## src/rtl/bcd_converter.sv

```systemverilog
// Binary to BCD converter for the decimal value display path.
// A 9-bit unsigned value (0..511) is converted with combinational shift-add-3
// (double-dabble) logic. The three BCD digits are registered once, so the
// digits follow a stable input after exactly one clock.
module bcd_converter (
    input  logic       clk,
    input  logic       reset,
    input  logic [8:0] value,
    output logic [3:0] hund,
    output logic [3:0] tens,
    output logic [3:0] ones
);

    localparam int unsigned InWidth  = 9;
    localparam int unsigned BcdWidth = 12;

    // Correct one BCD nibble ahead of a shift: codes 5..9 would overflow past 9
    // when doubled, so add 3 to make the carry land in the next digit.
    function automatic logic [3:0] add3(input logic [3:0] nib);
        return (nib >= 4'd5) ? (nib + 4'd3) : nib;
    endfunction

    logic [BcdWidth-1:0] scratch;
    logic [3:0]          hund_d;
    logic [3:0]          tens_d;
    logic [3:0]          ones_d;

    // Double-dabble core: nine correct-then-shift rounds, MSB of value first.
    // The correction only precedes each shift, so nothing is added after the last.
    always_comb begin
        scratch = '0;
        for (int i = InWidth - 1; i >= 0; i--) begin
            scratch[11:8] = add3(scratch[11:8]);
            scratch[7:4]  = add3(scratch[7:4]);
            scratch[3:0]  = add3(scratch[3:0]);
            scratch       = {scratch[BcdWidth-2:0], value[i]};
        end
        hund_d = scratch[11:8];
        tens_d = scratch[7:4];
        ones_d = scratch[3:0];
    end

    // Output digit registers; synchronous reset wins over a load.
    always_ff @(posedge clk) begin
        if (reset) begin
            hund <= 4'd0;
            tens <= 4'd0;
            ones <= 4'd0;
        end else begin
            hund <= hund_d;
            tens <= tens_d;
            ones <= ones_d;
        end
    end

endmodule

```

## config.mk

```make
export PLATFORM = sky130hd
export DESIGN_NAME = bcd_converter
export DESIGN_NICKNAME = d
export VERILOG_FILES = /design/src/rtl/bcd_converter.sv
export SDC_FILE = /design/constraint.sdc
export NUM_CORES = 1
export LEC_CHECK = 0
export ABC_AREA = 1
export BUFFER_PORTS_ARGS = -buffer_cell sky130_fd_sc_hd__buf_4
export CORE_MARGIN = 3
export CORE_UTILIZATION = 44
export DETAILED_ROUTE_END_ITERATION = 10
export GPL_TIMING_DRIVEN = 1
export PLACE_DENSITY = 0.65
export SETUP_SLACK_MARGIN = 0.05
export SYNTH_ARGS = -nofsm -noshare
export SYNTH_HDL_FRONTEND = slang
export SYNTH_SLANG_ARGS = --single-unit
```

## constraint.sdc

```tcl
create_clock -name clk -period 4.6 [get_ports clk]
set_input_delay 0.23 -clock clk [delete_from_list [all_inputs] [get_ports clk]]
set_output_delay 0.23 -clock clk [all_outputs]
set_load 0.005 [all_outputs]
```

After elaboration in Yosys (flattened, before gate mapping)
Cells that the tools add are included.
- flip-flop bits (word level): 12
- output and inout port bits: 12
- logic and storage cells: 34
- add/sub/neg operators: 9
- $lt $le $gt $ge: 9
- mux-type cells: 9
- bitwise gates (word level): 1
- reductions and logical operators: 1
- operators by type and width (kind ; count):
    $mux W4 ; 9
    $add A4 B2 Y4 const B ; 7
    $ge A4 B3 Y1 const B ; 7
    $add A3 B2 Y4 const B ; 2
    $ge A3 B3 Y1 const B ; 2
    $reduce_or A2 Y1 ; 1
    $not A1 Y1 ; 1

Longest topological paths before layout
Gate-level depths: netlist of run 1.
- word-level depth: 12
- depth in mapped cells: 35
- mapped depth without buffers: 35

Worst setup path before layout of run 1
No wires, ideal clock.
- kind: input port to flip-flop
- start: input port value[7]
- end: register tens[2]
- arrival time: 3.326 ns
- data required time: 4.491 ns
- setup slack: 1.165 ns
- stages: 34
- cell sequence: inv_1 ha_1 nand2_2 nand2_1 nand2_1 nand2_1 ha_1 nand2_1 nand3_2 nand2_2 nand2_1 nand2_2 ha_1 inv_1 or2_2 nand3_2 nand2_4 nand3_2 inv_2 ha_1 inv_1 nand4_1 nand3_1 nand2_1 nand2_1 nand3_2 nand2_1 nand2_1 inv_2 nand2_2 nand2_2 nand3_1 nand2_1 inv_1
- word-level cells in the longest chain between the ends: 12
- ends and longest elaborated chain (what ; line ; source):
    start: declaration ; 8 ; input logic [8:0] value,
    $add A3 B2 Y4 or $ge A3 B3 Y1 (tied branches) ; 20 ; return (nib >= 4'd5) ? (nib + 4'd3) : nib;
    $mux W4 (*) ; 20 ;
    $add A4 B2 Y4 or $ge A4 B3 Y1 (tied branches) ; 20 ;
    $mux W4 ; 20 ;
    $ge A4 B3 Y1 or $add A4 B2 Y4 (tied branches) ; 20 ;
    $mux W4 ; 20 ;
    $add A4 B2 Y4, or another cell as far along ; 20 ;
    $mux W4 ; 20 ;
    $add A4 B2 Y4 or $ge A4 B3 Y1 (tied branches) ; 20 ;
    $mux W4 ; 20 ;
    $add A4 B2 Y4 or $ge A4 B3 Y1 (tied branches) ; 20 ;
    $mux W4 (*) ; 20 ;
    end signal: assignment ; 51 ; tens <= tens_d;
    end: declaration ; 10 ; output logic [3:0] tens,
Every way passes the cells marked *; elsewhere a longest branch is shown, timed or not.
A chain may end at the register's enable or synchronous reset.

Worst setup path in the final report of run 1
Ends and elaborated chain as after synthesis.

==> impl_metrics.ini, run 1 <==
[drt]
postRouteAntennaNets = 0
drt_pre_antenna_iters = 4
via_count = 1296
vias_per_cell = 4.85
drt_wl_total_um = 2600
wl_per_cell_um = 9.73
drc = 0
drtIter0Drc = 36

[sta]
clock.fmax_mhz = 273
rsz0062_at_grt = no
tightestPinTransition_ns = 0.491
fin_crit_sh_pct = 79.6
hold_viol_final = 0
relSlewSlack_pct = 67.0
maxSlewViolCount = 0
fin_tns_setup_ns = 0
fin_crit_ns = 3.66
finalSetupViolations = 0

[synth]
synth_flop_cell = dfxtp_1
yosysTopAreaCell = nand2_1
syn-num-nets = 232
yosys_warnings = 0
synth_area_leaders = nand2_1 17%, dfxtp_1 17%, nand2_2 11%, nand3_1 10%, inv_1 8.9%
synth-seq-cells = 11
syn_area_um2 = 1270
synth_edf_count = 0
netlist_instances = 213
seq_area_frac_synth_pct = 17.3
avgSynthCellArea_um2 = 5.97
yosys.area.top_type_share_pct = 17.4
async_flop_share_pct = 0
synth_cell_types = 23

[global_routing]
grt_usage_pct = 15.6
grt_pass1_wl_um = 4390
grt_overflow_total = 0
grt_max_degree = 9
antenna_found_initial = 0
grt_pass1_vias = 1132

[placement]
dp_hpwl_um = 2140
port-buffer-count = 21
gp_congestion = 0.776

[cts]
cts_max_level = 1
cts_setup_buffers = 0
cts.sinks = 11
cts_inserted_buffers = 3
cts_tree = yes
cts_max_path_buffers = 2
cts_hold_buf = 0
cts_resized = 0
clkTransAtPathRegs_ns = 0.08
root_buffer = clkbuf_4

[floorplan]
initial_core_util_pct = 48.7
core_region_area_um2 = 2610
placementRows = 18
die_y_um = 59.8
die_x_um = 59.8
ios = 23
die_area_um2 = 3570

[layout]
diodes = 0
fill_cells = 258
final_nets = 257
area_growth_pct = 16.9
multi_input_area_um2 = 901
drive_gt1_share_pct = 29.1
seq_area_um2 = 220

[worst_setup_path]
critPathLaunchType = primary input
slowest_stage = ha_1
path_max_fanout = 6
worstPathArrival_ns = 3.85
cp-end-kind = flip-flop
path_class = in2reg
max_stage_delay_ns = 0.20
crit_top_cell = nand2_1
required_ns = 4.79

[worst_hold_path]
hp-class = in2reg

[power]
power.density_nw_per_um2 = 407
irDropWorstVdd_uv = 354
total_leakage_power_uw = 0.000885
power_uw = 606

[job]
drv_cap = 0

[run_status]
status = complete, no violations
[synthesized netlist by cell type (2+ instances only)]
cell       n
o21ai_0    2
nor2_1    10
nand2_4    4
nand2_2   22
ha_1       8
nand3_2    7
o21ai_1    4
a21oi_1    7
inv_1     30
o211ai_1   2
nand2_1   59
nand3_1   26
inv_2      8
dfxtp_1   11
nand4_1    5
[kinds of logic (layout without fill, tap and decap cells)]
logic type,count (synthesis),in the layout,share of synthesized area (%)
simple gates,138,138,55.8
buf+inv,39,63,11.8
compound gates,16,16,6.89
flops,11,11,17.3
fa+ha+maj,8,8,7.87
other cells,1,1,0.295
[metrics by stage]
stage          cell area [um2]  hold slack [ns]  util [%]  instances  setup slack [ns]
3_5_place_dp              1460            0.436      55.8        263             0.668
3_3_place_gp              1460            0.432      55.8        263             0.788
2_1_floorplan             1270            0.299         -        213              1.17
4_1_cts                   1490            0.128      56.9        267             0.967
6_report                  1490            0.141      56.9        267             0.937
5_1_grt                   1490            0.124      56.9        267             0.545
[sequential cells by signal (all words and copies together) (netlist names)]
name,cells
hund,3
tens,4
ones,4
[report_power, final]
part | switching, uW | leakage, uW | internal [uW] | total (uW)
Combinational | 247 | 0.000776 | 157 | 403
Sequential | 7.70 | 0.0000913 | 126 | 134
Clock | 36.3 | 0.0000177 | 32.2 | 68.6
[worst paths after layout]
check                 from       to  slack (ns)  cells past startpoint
setup / recovery  value[7]  tens[2]        0.94                     35
hold / removal       reset  ones[0]        0.14                      2
[area by class of cell]
type,count,area share (%)
multi-input cells,163,60.6
flip-flops and latches,11,14.8
repair buffers,21,10.6
inverters,38,9.60
well taps,30,2.53
clock buffers,3,1.52
clock inverters,1,0.337
[metal layers]
metal / share of wire (%) / global-route usage, % / vias to the layer above
li1: - / - / 721
met1: 50 / 19.5 / 555
met2: 46 / 26.1 / 20
met3: 4.3 / 5.18 / 0
met4: 0 / 3.16 / 0
met5: 0 / 0 / -
[critical path: cells and delay by family]
family,cells,cell delay (ns)
AO/OA/AOI/OAI,1,0.13
adder cells (fa/ha/maj),5,0.90
buffers and inverters,6,0.49
AND/OR/NAND/NOR,23,2.10
[layout by cell type (no fill, tap or decap), drive strengths merged, types with 2 or more instances in the layout]
| master | instances |
|---|---|
| a21oi | 7 |
| buf | 21 |
| clkbuf | 3 |
| dfxtp | 11 |
| ha | 8 |
| inv | 38 |
| nand2 | 85 |
| nand3 | 33 |
| nand4 | 5 |
| nor2 | 12 |
| o211ai | 2 |
| o21ai | 6 |
Note: power is estimated with default switching activity, not from simulation.
==> inputs of run 2 (changes only) <==
- ABC_AREA: 1 -> 0
- PLACE_DENSITY: 0.65 -> 0.66
- clock period: 4.6 -> 3 ns (I/O delays scaled with it)
==> impl_metrics.ini, run 2 <==
[power]
power.density_nw_per_um2 = 575
total_leakage_power_uw = 0.00138
irDropWorstVdd_uv = 412

[global_routing]
grt_overflow_total = 0
grt_pass1_wl_um = 9230
grt_usage_pct = 21.6
grt_max_degree = 14
grt_pass1_vias = 2122
antenna_found_initial = 0

[sta]
clock.fmax_mhz = 242
fin_crit_ns = 4.14
hold_viol_final = 0
setup_ws_ns = -1.14
finalSetupViolations = 9
rsz0062_at_grt = yes
fin_crit_sh_pct = 138
maxSlewViolCount = 0

[drt]
postRouteAntennaNets = 0
drc = 0
vias_per_cell = 5.63
drtIter0Drc = 154
wl_per_cell_um = 14.5
via_count = 2155
drt_wl_total_um = 5550
drt_pre_antenna_iters = 4

[layout]
final_area_um2 = 3150
diodes = 0
layout.cells.non_filler = 383
fin_util_pct = 77.7
drive_gt1_share_pct = 61.0
final_common_cell = buf_4
final_nets = 353
fill_cells = 277
area_growth_pct = 67.6
final_cell_mix = 106 x buf_4, 15 x nand2_1, 11 x nor2_1, 11 x dfxtp_1, 9 x mux2i_1
largestRegisters = ones: 4 flops, tens: 4 flops, hund: 3 flops

[floorplan]
placementRows = 23
core_region_area_um2 = 4060
die_x_um = 71.4
ios = 23
die_area_um2 = 5090
initial_core_util_pct = 46.3
die_y_um = 71.4

[synth]
synth.most_common_cell = nand2_1
synth_edf_count = 0
syn_area_um2 = 1880
synth_area_leaders = dfxtp_1 12%, ha_1 5.3%, mux2i_1 4.8%, a211oi_1 3.6%, nand2_1 3.6%
syn-num-nets = 248
netlist_instances = 229
synth_xor_area_share_pct = 2.26
muxShareOfSynthArea_pct = 9.98
synth-seq-cells = 11
synth_compound_area_share_pct = 33.9
synth_cell_types = 76
synthTopCellsByCount = 18 x nand2_1, 14 x nor2_1, 11 x dfxtp_1
synth_top_family_by_area = compound AO/OA/AOI/OAI gates
avgSynthCellArea_um2 = 8.21
async_flop_share_pct = 0
yosys_warnings = 0
yosysTopAreaCell = dfxtp_1
synth_flop_cell = dfxtp_1
seq_area_frac_synth_pct = 11.7
synth_adder_area_share_pct = 5.32
synthSimpleGateAreaFrac_pct = 27.9
yosys.area.top_type_share_pct = 11.7

[worst_setup_path]
timing.critical_path.buf_inv = 5
cp-end-kind = flip-flop
max_stage_delay_ns = 0.33
crit_top_cell = ha_4
crit_family = compound AO/OA/AOI/OAI gates
path_class = in2reg
required_ns = 3.12
path_max_fanout = 3
slowest_stage = a211o_2
worstPathArrival_ns = 4.26
critPathLaunchType = primary input

[cts]
cts_max_path_buffers = 2
cts_inserted_buffers = 3
cts_tree = yes
clkTransAtPathRegs_ns = 0.05
cts.sinks = 11
cts_hold_buf = 0
root_buffer = clkbuf_8
cts_max_level = 1

[placement]
dpl_cell_area_um2 = 2790
gp_congestion = 0.852
port-buffer-count = 21
dp_cells = 365
dp_hpwl_um = 4030

[job]
drv_cap = 0

[worst_hold_path]
hp-class = in2reg

[run_status]
violations = negative setup slack
status = finished with violations
==> run 2: cell count changes after synthesis, moves of 5 or more <==
cell / previous run / this run
nor3_1: 1 / 8
nand2_2: 22 / 0
inv_1: 30 / 10
a211oi_1: 0 / 9
nor2b_1: 0 / 5
inv_2: 8 / 0
nand2_1: 59 / 18
mux2i_1: 0 / 9
nand3_1: 26 / 4
clkbuf_1: 0 / 7
mux2_2: 0 / 6
nand3_2: 7 / 0
nand2b_1: 0 / 6
==> run 2: layout make-up <==
type	instances	area (um2)	share of cell area, %
Sequential cell	11	220	6.99
Inverter	12	60.1	1.91
Multi-Input combinational cell	191	1850	58.8
Clock buffer	4	45.0	1.43
Timing Repair Buffer	115	910	28.9
Tap cell	50	62.6	1.98
==> run 2: repair_timing <==
action | in CTS | in global routing
gates resized for setup | 25 | 20
endpoints found under the setup margin | 9 | 10
setup buffers | 10 | 7
pin swaps | 24 | 25
cloned | 1 | 0
==> run 2: cells by family after synthesis <==
logic type,count (synthesis)
other,1
adder cells (fa/ha/maj),8
AO/OA/AOI/OAI,73
XOR/XNOR,4
AND/OR/NAND/NOR,88
buffers and inverters,27
multiplexers,17
flip-flops,11
==> run 2: routing by layer <==
layer | track usage, % | vias to the layer above | wire (um)
met4 | 4.80 | 0 | 52
met5 | 0 | - | 0
met2 | 37.4 | 42 | 2870
li1 | - | 1080 | -
met1 | 28.2 | 1024 | 2450
met3 | 3.23 | 9 | 172
==> run 2: where the power goes <==
group / switching [uW] / internal, uW / total (uW) / leakage, uW
clock network: 56.1 / 93.3 / 149 / 0.0000228
registers: 9.86 / 186 / 196 / 0.0000909
logic: 669 / 798 / 1470 / 0.00126
==> run 2: final timing paths <==
kind,endpoint,depth (start not counted),from,slack [ns]
min,ones[0],2,value[0],0.14
max,tens[1],27,value[7],-1.14
==> run 2: per-stage QoR <==
| step | worst slack (ns) | TNS [ns] | hold slack [ns] | power (uW) |
|---|---|---|---|---|
| final | -1.14 | -7.05 | 0.137 | 1810 |
| after global routing | -1.32 | -8.56 | 0.169 | 1940 |
| after CTS | -1.11 | -6.69 | 0.139 | 1730 |
| after detailed placement | -1.47 | -10.09 | 0.374 | 1390 |
| after global placement | -1.37 | -9.39 | 0.360 | 1370 |
| after floorplan | -1.50 | -8.11 | 0.278 | 972 |
==> inputs of run 3 (changes only) <==
- GPL_TIMING_DRIVEN: 1 -> 0
==> impl_metrics.ini, run 3 (same netlist as run 2, synthesis figures left out) <==
[global_routing]
grt_pass1_vias = 1870
grt_overflow_total = 0
antenna_found_initial = 0
grt_usage_pct = 19.7
grt_pass1_wl_um = 8490
grt_max_degree = 11

[sta]
hold_viol_final = 0
whs_ns = 0.128
relSlewSlack_pct = 57.8
maxSlewViolCount = 0
finalSetupViolations = 9
rsz0062_at_grt = yes
fin_crit_sh_pct = 139
fin_crit_ns = 4.18
tightestPinTransition_ns = 0.617
setup_ws_ns = -1.18
clock.fmax_mhz = 239

[floorplan]
core_region_area_um2 = 4060
initial_core_util_pct = 46.3
die_y_um = 71.4
die_area_um2 = 5090
die_x_um = 71.4
ios = 23
placementRows = 23

[drt]
drt_wl_total_um = 5300
drt_pre_antenna_iters = 4
drc = 0
drtIter0Drc = 117
vias_per_cell = 5.85
wl_per_cell_um = 15.5
postRouteAntennaNets = 0
via_count = 2005

[power]
p_clk_share_pct = 8.9
power.density_nw_per_um2 = 586
power.share.switching_pct = 42.0
internal_power_uw = 973
p_comb_share_pct = 79.5
total_leakage_power_uw = 0.00118
p_switching_uw = 703
p_seq_share_pct = 11.6
irDropWorstVdd_uv = 429

[placement]
gp_congestion = 0.789
dp_hpwl_um = 3340
dp_slack_ns = -1.93
port-buffer-count = 18

[cts]
cts_max_level = 1
clkTransAtPathRegs_ns = 0.05
root_buffer = clkbuf_8
cts_max_path_buffers = 2
cts_inserted_buffers = 3
cts.sinks = 11
cts_tree = yes
cts_hold_buf = 0

[worst_setup_path]
timing.critical_path.buf_inv = 5
crit_family = compound AO/OA/AOI/OAI gates
worstPathArrival_ns = 4.30
path_class = in2reg
crit_top_cell = ha_4
path_max_fanout = 4
cp-end-kind = flip-flop
required_ns = 3.12
max_stage_delay_ns = 0.35
crit_start = value[7]
slowest_stage = a211o_2
critPathLaunchType = primary input

[run_status]
violations = negative setup slack
status = finished with violations

[layout]
area_growth_pct = 52.0
drive_gt1_share_pct = 52.9
fill_cells = 320
final_common_cell = buf_4
final_nets = 313
multi_input_area_um2 = 1850
seq_area_um2 = 220
final_cell_mix = 58 x buf_4, 15 x nand2_1, 11 x nor2_1, 11 x dfxtp_1
diodes = 0
largestRegisters = ones: 4 flops, tens: 4 flops, hund: 3 flops

[job]
drv_cap = 0

[worst_hold_path]
min_to = ones[0]
whs_path_depth = 2
hold_start = value[0]
hp-class = in2reg
==> run 3: cell types whose count changed in the layout (fill, tap and decap cells not counted), sizes merged <==
cell	delta
clkbuf	+10
buf	-50
==> run 3: stage by stage <==
stage	power [uW]	utilization, %	TNS, ns	instance area [um2]	std cells
floorplan	972	-	-8.11	2090	229
global placement	1150	56.3	-11.37	2290	297
detailed placement	1160	56.3	-11.80	2290	297
CTS	1460	63.4	-6.17	2570	320
global route	1790	70.5	-8.33	2860	343
finish	1680	70.5	-6.99	2860	343
==> run 3: worst max-delay path by stage <==
stage / to / slack (ns) / cells after the start
6_report: tens[1] / -1.18 / 27
5_1_grt: tens[3] / -1.31 / 26
4_1_cts: tens[3] / -1.20 / 25
3_5_place_dp: tens[3] / -1.93 / 21
3_3_place_gp: tens[3] / -1.89 / 24
2_1_floorplan: tens[3] / -1.50 / 26
==> run 3: final cells by class <==
cell class                 instances  share of cell area [%]
sequential                        11                    7.70
buffer                            15                    4.90
inverter                          12                    2.10
tap                               50                    2.19
multi-input combinational        191                    64.8
timing repair buffer              60                    16.7
clock buffer                       4                    1.58
==> run 3: power groups by stage <==
stage | Clock (uW) | Combinational (uW) | Sequential, uW
2_1_floorplan | 0 | 768 | 204
3_3_place_gp | 0 | 957 | 197
3_5_place_dp | 0 | 965 | 198
4_1_cts | 153 | 1110 | 195
5_1_grt | 162 | 1430 | 198
6_report | 149 | 1330 | 194
==> run 3: timing repair <==
item,in CTS,in global routing
buffers inserted,19,22
endpoints found under the setup margin,9,9
pin swaps,20,23
gates cloned,0,1
resized for setup,19,28
==> run 3: per-layer routing <==
metal / global-route usage (%) / part of all wire, % / up-vias / wire length, um
li1: - / - / 1007 / -
met1: 26.8 / 46 / 962 / 2440
met2: 33.9 / 51 / 34 / 2710
met3: 3.09 / 2.6 / 2 / 136
met4: 2.30 / 0.32 / 0 / 17
met5: 0 / 0 / - / 0
